===== src/rtl/mips_pkg.sv =====
// Definitions shared between the MIPS fetch unit and the main control decoder:
// opcode constants, fetch FSM state encoding and the default reset vector.
package mips_pkg;

  localparam logic [31:0] RESET_PC_DEFAULT = 32'h0000_0000;

  localparam logic [5:0] OP_RTYPE = 6'b000000;
  localparam logic [5:0] OP_J     = 6'b000010;
  localparam logic [5:0] OP_BEQ   = 6'b000100;
  localparam logic [5:0] OP_LW    = 6'b100011;
  localparam logic [5:0] OP_SW    = 6'b101011;

  // Bit 0 marks FETCH and bit 1 marks EXEC, so the request/valid outputs are plain flop bits.
  typedef enum logic [1:0] {
    ST_IDLE  = 2'b00,
    ST_FETCH = 2'b01,
    ST_EXEC  = 2'b10
  } fetch_state_e;

endpackage


===== src/rtl/next_pc_calc.sv =====
// Combinational next-PC selection: jump target, taken-branch target or sequential PC.
// All arithmetic wraps modulo 2^32.
module next_pc_calc
  import mips_pkg::*;
(
  input  logic [31:0] pc_plus4,
  input  logic [25:0] instr,
  input  logic        jump,
  input  logic        branch,
  input  logic        zero,
  output logic [31:0] next_pc
);

  logic [31:0] branch_off_s;

  assign branch_off_s = {{14{instr[15]}}, instr[15:0], 2'b00};

  // Select next PC, jump taking priority over branch
  always_comb begin
    next_pc = pc_plus4;
    if (jump) begin
      next_pc = {pc_plus4[31:28], instr, 2'b00};
    end else if (branch && zero) begin
      next_pc = pc_plus4 + branch_off_s;
    end else begin
      next_pc = pc_plus4;
    end
  end

endmodule


===== src/rtl/ifetch_unit.sv =====
// Instruction fetch and PC unit for the non-pipelined MIPS core: fetches one word per
// instruction over a req/ack handshake and advances the PC once the datapath is done.
module ifetch_unit
  import mips_pkg::*;
#(
  parameter logic [31:0] RESET_PC = RESET_PC_DEFAULT
) (
  input  logic        clk,
  input  logic        rst_n,
  output logic        imem_req,
  output logic [31:0] imem_addr,
  input  logic        imem_ack,
  input  logic [31:0] imem_rdata,
  output logic [31:0] instr,
  output logic [5:0]  opcode,
  output logic        instr_valid,
  input  logic        exec_done,
  input  logic        jump,
  input  logic        branch,
  input  logic        zero,
  output logic [31:0] pc,
  output logic [31:0] pc_plus4
);

  fetch_state_e state_r;
  fetch_state_e state_nxt_s;
  logic [31:0]  pc_r;
  logic [31:0]  instr_r;
  logic [31:0]  pc_plus4_s;
  logic [31:0]  next_pc_s;
  logic         load_instr_s;
  logic         load_pc_s;

  assign pc_plus4_s = pc_r + 32'd4;

  next_pc_calc u_next_pc_calc (
    .pc_plus4 (pc_plus4_s),
    .instr    (instr_r[25:0]),
    .jump     (jump),
    .branch   (branch),
    .zero     (zero),
    .next_pc  (next_pc_s)
  );

  // FSM state register
  always_ff @(posedge clk or negedge rst_n) begin
    if (!rst_n) begin
      state_r <= ST_IDLE;
    end else begin
      state_r <= state_nxt_s;
    end
  end

  // Next-state and load-enable decode; ack and exec_done only matter in their own state
  always_comb begin
    state_nxt_s  = state_r;
    load_instr_s = 1'b0;
    load_pc_s    = 1'b0;
    case (state_r)
      ST_IDLE: begin
        state_nxt_s = ST_FETCH;
      end
      ST_FETCH: begin
        if (imem_ack) begin
          load_instr_s = 1'b1;
          state_nxt_s  = ST_EXEC;
        end else begin
          state_nxt_s  = ST_FETCH;
        end
      end
      ST_EXEC: begin
        if (exec_done) begin
          load_pc_s   = 1'b1;
          state_nxt_s = ST_FETCH;
        end else begin
          state_nxt_s = ST_EXEC;
        end
      end
      default: begin
        state_nxt_s = ST_IDLE;
      end
    endcase
  end

  // PC and instruction registers
  always_ff @(posedge clk or negedge rst_n) begin
    if (!rst_n) begin
      pc_r    <= RESET_PC;
      instr_r <= 32'h0000_0000;
    end else begin
      if (load_pc_s) begin
        pc_r <= next_pc_s;
      end
      if (load_instr_s) begin
        instr_r <= imem_rdata;
      end
    end
  end

  assign imem_req    = state_r[0];
  assign instr_valid = state_r[1];
  assign imem_addr   = pc_r;
  assign pc          = pc_r;
  assign pc_plus4    = pc_plus4_s;
  assign instr       = instr_r;
  assign opcode      = instr_r[31:26];

endmodule


===== config.mk =====
export PLATFORM = sky130hd
export DESIGN_NAME = ifetch_unit
export DESIGN_NICKNAME = d
export VERILOG_FILES = /design/src/rtl/mips_pkg.sv /design/src/rtl/next_pc_calc.sv /design/src/rtl/ifetch_unit.sv
export SDC_FILE = /design/constraint.sdc
export NUM_CORES = 1
export LEC_CHECK = 0
export BUFFER_PORTS_ARGS = -buffer_cell sky130_fd_sc_hd__buf_2
export CELL_PAD_IN_SITES_DETAIL_PLACEMENT = 1
export CELL_PAD_IN_SITES_GLOBAL_PLACEMENT = 2
export CORE_MARGIN = 3
export CORE_UTILIZATION = 30
export DETAILED_ROUTE_END_ITERATION = 7
export PLACE_DENSITY = 0.8
export SLEW_MARGIN = 20
export SYNTH_ARGS = -nofsm -noshare
export SYNTH_HDL_FRONTEND = slang
export SYNTH_SLANG_ARGS = --single-unit

===== constraint.sdc =====
create_clock -name clk -period 3.8 [get_ports clk]
set_input_delay 0.76 -clock clk [delete_from_list [all_inputs] [get_ports clk]]
set_output_delay 0.76 -clock clk [all_outputs]
set_load 0.1 [all_outputs]

After elaboration in Yosys (flattened, before gate mapping)
Index checks and enable logic that the tools add are counted.
W data, S select, Z words.
- register bits after elaboration: 66
- bits of input ports: 39
- output and inout port bits: 136
- logic and storage cells: 18
- $add $sub $neg: 2
- equality and inequality tests: 2
- mux-type cells: 9
- reduce and logical (&&, ||, !) cells: 2
- operators with widths (kind ; count):
    $mux W32 ; 2
    $add A32 B3 Y32 const B ; 1
    $add A32 B32 Y32 ; 1
    $pmux W2 S3 ; 1
    $mux W1 ; 4
    $mux W2 ; 2
    $eq A2 B1 Y1 const B ; 1
    $eq A2 B2 Y1 const B ; 1
    $logic_not A2 Y1 ; 1
    $logic_and A1 B1 Y1 ; 1

Depth between registers and ports, before layout
- depth after elaboration: 4
- gate-level depth with buffers: 17
- depth with buffers taken out: 17

By module
Synthesis repeated with hierarchy kept, for this count alone.
- cells, all modules: 586
- area total of the unflattened synthesis: 5452.7 sq um
- modules (own cells, without submodules) (module ; times used ; cells each ; area an instance (sq um) ; sequential area each (sq um)):
    ifetch_unit ; 1 ; 262 ; 3313.2 ; 1651.6
    next_pc_calc ; 1 ; 324 ; 2139.6 ; 0.0

Least setup slack after synthesis
No wires, ideal clock.
- path type: reg2reg
- start point: register pc_r[2] (netlist: imem_addr[2])
- end point: register pc_r[31] (netlist: imem_addr[31])
- library setup time: 0.095 ns
- arrival: 5.702 ns
- required time: 3.705 ns
- path slack: -1.997 ns
- stages on the path, launching flop included: 18
- buffers on the path: 0
- clock period less this slack: 5.797 ns
- cell sequence: dfrtp_1 > ha_1 > nand2_1 > nor2_1 > nand4_1 > nor2_1 > nand2_1 > xnor2_1 > ha_1 > a21o_1 > a21o_1 > a21oi_1 > nand2_1 > nor3_1 > a21oi_2 > xor2_1 > and3_1 > o31ai_2
- cells in the longest elaborated chain, start to end: 4
- RTL lines (element ; line ; RTL):
    start: declaration ; ifetch_unit.sv:27 ; logic [31:0] pc_r;
    start signal: assignment ; ifetch_unit.sv:92 ; pc_r <= next_pc_s;
    $add A32 B3 Y32 ; ifetch_unit.sv:34 ; assign pc_plus4_s = pc_r + 32'd4;
    named net pc_plus4[28] ; ifetch_unit.sv:22 ; output logic [31:0] pc_plus4
    $add A32 B32 Y32 ; next_pc_calc.sv:24 ; next_pc = pc_plus4 + branch_off_s;
    $mux W32 ; next_pc_calc.sv:23 ; end else if (branch && zero) begin
    $mux W32 ; next_pc_calc.sv:21 ; if (jump) begin
The timed path passes the listed nets, and every way through them passes these cells.
A chain may end at the register's enable or synchronous reset.

Final worst setup path
- start point: register pc_r[8] (netlist: imem_addr[8])
- end point: register pc_r[31] (netlist: imem_addr[31])
- cells in the longest elaborated chain, start to end: 4
- RTL lines (element ; line):
    $add A32 B3 Y32 (*) ; ifetch_unit.sv:34
    $add A32 B32 Y32 ; next_pc_calc.sv:24
    $mux W32 ; next_pc_calc.sv:23
    $mux W32 (*) ; next_pc_calc.sv:21
Every way passes the cells marked *; elsewhere a longest branch is shown, timed or not.

==> flow_results.xml <==
<?xml version="1.0" encoding="UTF-8"?>
<metrics>
  <group name="drt">
    <metric name="detail_routed_net_length_per_standard_cell" unit="µm">19.04</metric>
    <metric name="drt_initial_violations" unit="">209</metric>
    <metric name="detailedRoute.firstPassIterationCount" unit="">4</metric>
    <metric name="via_per_inst" unit="">5.209</metric>
    <metric name="detail_route.wirelength" unit="mm">18.68</metric>
    <metric name="ant_nets" unit="">0</metric>
    <metric name="detailroute.via_count" unit="">5110</metric>
    <metric name="drc" unit="">0</metric>
  </group>
  <group name="min_path">
    <metric name="holdCritPathClass" unit="">reg2reg</metric>
  </group>
  <group name="global_route">
    <metric name="maximum_number_of_pins_on_one_net_before_global_route_repair" unit="">65</metric>
    <metric name="grt_pass1_wl" unit="mm">30.06</metric>
    <metric name="grt.overflow.total" unit="">0</metric>
    <metric name="number_of_global_route_vias_before_repair" unit="">5420</metric>
    <metric name="grtUsageTotal" unit="">0.1928</metric>
    <metric name="antenna_found_initial" unit="">0</metric>
  </group>
  <group name="final_layout">
    <metric name="design_area" unit="µm²">7198</metric>
    <metric name="num_antenna_cells" unit="">0</metric>
    <metric name="area_growth" unit="%">37.14</metric>
    <metric name="layout.nets" unit="">832</metric>
    <metric name="most_frequent_standard_cell_in_the_layout_excluding_fill_and_tap_cells" unit="">sky130_fd_sc_hd__buf_2</metric>
    <metric name="final_layout_size_suffix_gt1_frac" unit="">0.4442</metric>
    <metric name="layout_common_cells" unit="">167 x sky130_fd_sc_hd__buf_2, 67 x sky130_fd_sc_hd__nand2_1, 46 x sky130_fd_sc_hd__o21ai_0</metric>
  </group>
  <group name="synth">
    <metric name="cell_type_with_the_largest_total_area_after_synthesis" unit="">sky130_fd_sc_hd__dfrtp_1</metric>
    <metric name="combinational_family_with_the_most_area_after_synthesis" unit="">compound AO/OA/AOI/OAI gates</metric>
    <metric name="synth_compound_gate_area_share" unit="">0.1919</metric>
    <metric name="synthXorXnorAreaFrac" unit="">0.08010</metric>
    <metric name="synthCells" unit="">602</metric>
    <metric name="ys_ff_latch" unit="">64</metric>
    <metric name="asyncSetResetFlopFracSynth" unit="">1.000</metric>
    <metric name="synth_enable_flop_cells" unit="">0</metric>
    <metric name="syn_avg_cell_area" unit="µm²">8.719</metric>
    <metric name="yosysUniqueCellTypes" unit="">70</metric>
    <metric name="yosysSeqAreaShare" unit="">0.3051</metric>
    <metric name="synth_adder_area_share" unit="">0.08963</metric>
    <metric name="synth-simple-area-share" unit="">0.1652</metric>
    <metric name="synth_warnings" unit="">0</metric>
    <metric name="yosys-top-cells-area" unit="">sky130_fd_sc_hd__dfrtp_1 31%, sky130_fd_sc_hd__ha_1 8.6%, sky130_fd_sc_hd__mux2_2 7.1%, sky130_fd_sc_hd__buf_4 6.0%, sky130_fd_sc_hd__xnor2_1 4.8%</metric>
    <metric name="mappedNetlistArea" unit="µm²">5249</metric>
    <metric name="muxShareOfSynthArea" unit="">0.08033</metric>
    <metric name="synth_flop_cell" unit="">sky130_fd_sc_hd__dfrtp_1</metric>
    <metric name="synth_top_area_share" unit="">0.3051</metric>
  </group>
  <group name="setup_path">
    <metric name="crit_fanout" unit="">5</metric>
    <metric name="data_arrival_time_of_the_worst_path" unit="ps">3880</metric>
    <metric name="worst-setup-path-type" unit="">reg2reg</metric>
    <metric name="endpoint_kind" unit="">register</metric>
    <metric name="worst_setup_path_start_kind" unit="">register</metric>
    <metric name="critPathRequiredTime" unit="ps">4060</metric>
  </group>
  <group name="status">
    <metric name="status" unit="">finished clean</metric>
  </group>
  <group name="clocking">
    <metric name="clock_path_buffers" unit="">2</metric>
    <metric name="cts-buffers-inserted" unit="">9</metric>
    <metric name="clock_sinks" unit="">64</metric>
    <metric name="cell_chosen_for_the_clock_root" unit="">sky130_fd_sc_hd__clkbuf_16</metric>
    <metric name="insertion_delay" unit="ps">350</metric>
    <metric name="clock_tree.htree_level_count" unit="">3</metric>
    <metric name="cts_tree" unit="">built</metric>
    <metric name="path_clk_slew" unit="ps">60</metric>
    <metric name="cts.hold.buffers_added" unit="">0</metric>
  </group>
  <group name="sta">
    <metric name="min_period_over_period" unit="">0.9523</metric>
    <metric name="tns" unit="ps">0</metric>
    <metric name="finalSetupViolCount" unit="">0</metric>
    <metric name="measured_slew_at_the_worst_slew_check_pin" unit="ps">930.5</metric>
    <metric name="finalCriticalPeriod" unit="ps">3619</metric>
    <metric name="report.final.hold_viol_count" unit="">0</metric>
    <metric name="slew_violations" unit="">0</metric>
    <metric name="timing.fmax" unit="GHz">0.2763</metric>
    <metric name="clock_skew" unit="ps">6.445</metric>
    <metric name="timing.slew.headroom" unit="">0.3797</metric>
  </group>
  <group name="place">
    <metric name="place_congestion" unit="">0.8657</metric>
    <metric name="port-buffer-count" unit="">168</metric>
    <metric name="postPlaceCellArea" unit="µm²">6813</metric>
    <metric name="detailed_place_hpwl" unit="mm">14.25</metric>
  </group>
  <group name="die">
    <metric name="dieArea" unit="µm²">19120</metric>
    <metric name="placementRows" unit="">47</metric>
    <metric name="initial_core_util" unit="">0.3110</metric>
    <metric name="core_area" unit="µm²">16880</metric>
    <metric name="io-pin-count" unit="">175</metric>
    <metric name="die_w" unit="µm">138.3</metric>
    <metric name="die-height" unit="µm">138.3</metric>
  </group>
  <group name="flow_run">
    <metric name="timing.max_cap.violations" unit="">0</metric>
  </group>
</metrics>
-- kinds of logic (layout without fill, tap and decap cells) --
logic type / count (synthesis) / count (layout)
mux: 38 / 38
simple gates: 182 / 182
other cells: 1 / 6
fa+ha+maj: 37 / 37
buf+inv: 72 / 226
flops: 64 / 64
xor+xnor: 48 / 48
compound gates: 160 / 160
-- layer usage --
metal | GRT usage | share of wire
met5 | 0 | 0
met4 | 0.05096 | 0.013
met3 | 0.03177 | 0.042
met2 | 0.3356 | 0.50
met1 | 0.2491 | 0.45
-- repair_timing --
| item | in CTS | in global routing |
|---|---|---|
| endpoints found under the setup margin | 1 | 11 |
| pin swaps | 1 | 2 |
| gates resized for setup | 2 | 11 |
| setup buffers | 2 | 1 |
| hold endpoints to repair | 0 | 0 |
-- through the flow --
step	hold slack [ps]	cells	utilization	worst slack, ps
finish	522.0	981	0.4265	181.1
global route	549.2	981	0.4265	-6.990
CTS	527.3	980	0.4240	5.008
detailed placement	513.7	962	0.4037	-50.67
global placement	503.1	962	0.4037	12.31
floorplan	464.4	607	-	-437.5
-- worst paths after layout --
path | startpoint | end | slack, ps | depth (start not counted)
max in group asynchronous | rst_n | imem_addr[2] | 2590 | 1
max reg2reg | imem_addr[8] | imem_addr[31] | 180 | 14
min | instr[28] | instr[28] | 520 | 1
min reg2reg | instr[28] | instr[28] | 520 | 1
max | imem_addr[8] | imem_addr[31] | 180 | 14
min in group asynchronous | rst_n | instr[8] | 540 | 1
-- Yosys cell counts (all sizes together), types with 2 or more instances --
| cell | number |
|---|---|
| a211o | 2 |
| a211oi | 12 |
| a21boi | 2 |
| a21o | 16 |
| a21oi | 43 |
| a31oi | 6 |
| and2 | 4 |
| and3 | 10 |
| and4 | 2 |
| buf | 46 |
| clkbuf | 18 |
| dfrtp | 64 |
| ha | 36 |
| inv | 8 |
| mux2 | 33 |
| mux2i | 5 |
| nand2 | 68 |
| nand2b | 4 |
| nand3 | 23 |
| nand3b | 2 |
| nand4 | 9 |
| nor2 | 40 |
| nor3 | 8 |
| nor3b | 2 |
| o211ai | 8 |
| o21a | 2 |
| o21ai | 50 |
| o21bai | 2 |
| o22ai | 2 |
| o31ai | 3 |
| or3 | 6 |
| xnor2 | 29 |
| xor2 | 19 |
-- cell type report --
| type | count | area, µm² |
|---|---|---|
| clock inverter | 7 | 96.34 |
| clock buffer | 9 | 225.2 |
| fill | 2016 | 9679 |
| timing repair buffer | 202 | 1124 |
| tap | 220 | 275.3 |
| inverter | 8 | 30.03 |
| multi-input combinational | 471 | 3795 |
| sequential | 64 | 1653 |
-- registers in the layout, indices dropped and copies added (netlist names) --
name       flops
imem_addr     30
instr         32
state_r        2
-- worst max-delay path: stages (launching register included) --
cell                       delay, ps
sky130_fd_sc_hd__dfrtp_4         470
sky130_fd_sc_hd__nand4_1         200
sky130_fd_sc_hd__nor2_4          270
sky130_fd_sc_hd__nand3_1         220
sky130_fd_sc_hd__xnor2_4         190
sky130_fd_sc_hd__ha_1            350
sky130_fd_sc_hd__nand3_2         130
sky130_fd_sc_hd__or3_1           390
sky130_fd_sc_hd__a211oi_2        310
sky130_fd_sc_hd__o21a_2          240
sky130_fd_sc_hd__o21ai_2          80
sky130_fd_sc_hd__a21oi_2         160
sky130_fd_sc_hd__xor2_1          200
sky130_fd_sc_hd__a21oi_1         110
sky130_fd_sc_hd__o31ai_2         200
Power is left out: the tool's default activity adds up to more than one toggle a clock period on the data nets, which glitch-free logic cannot reach.
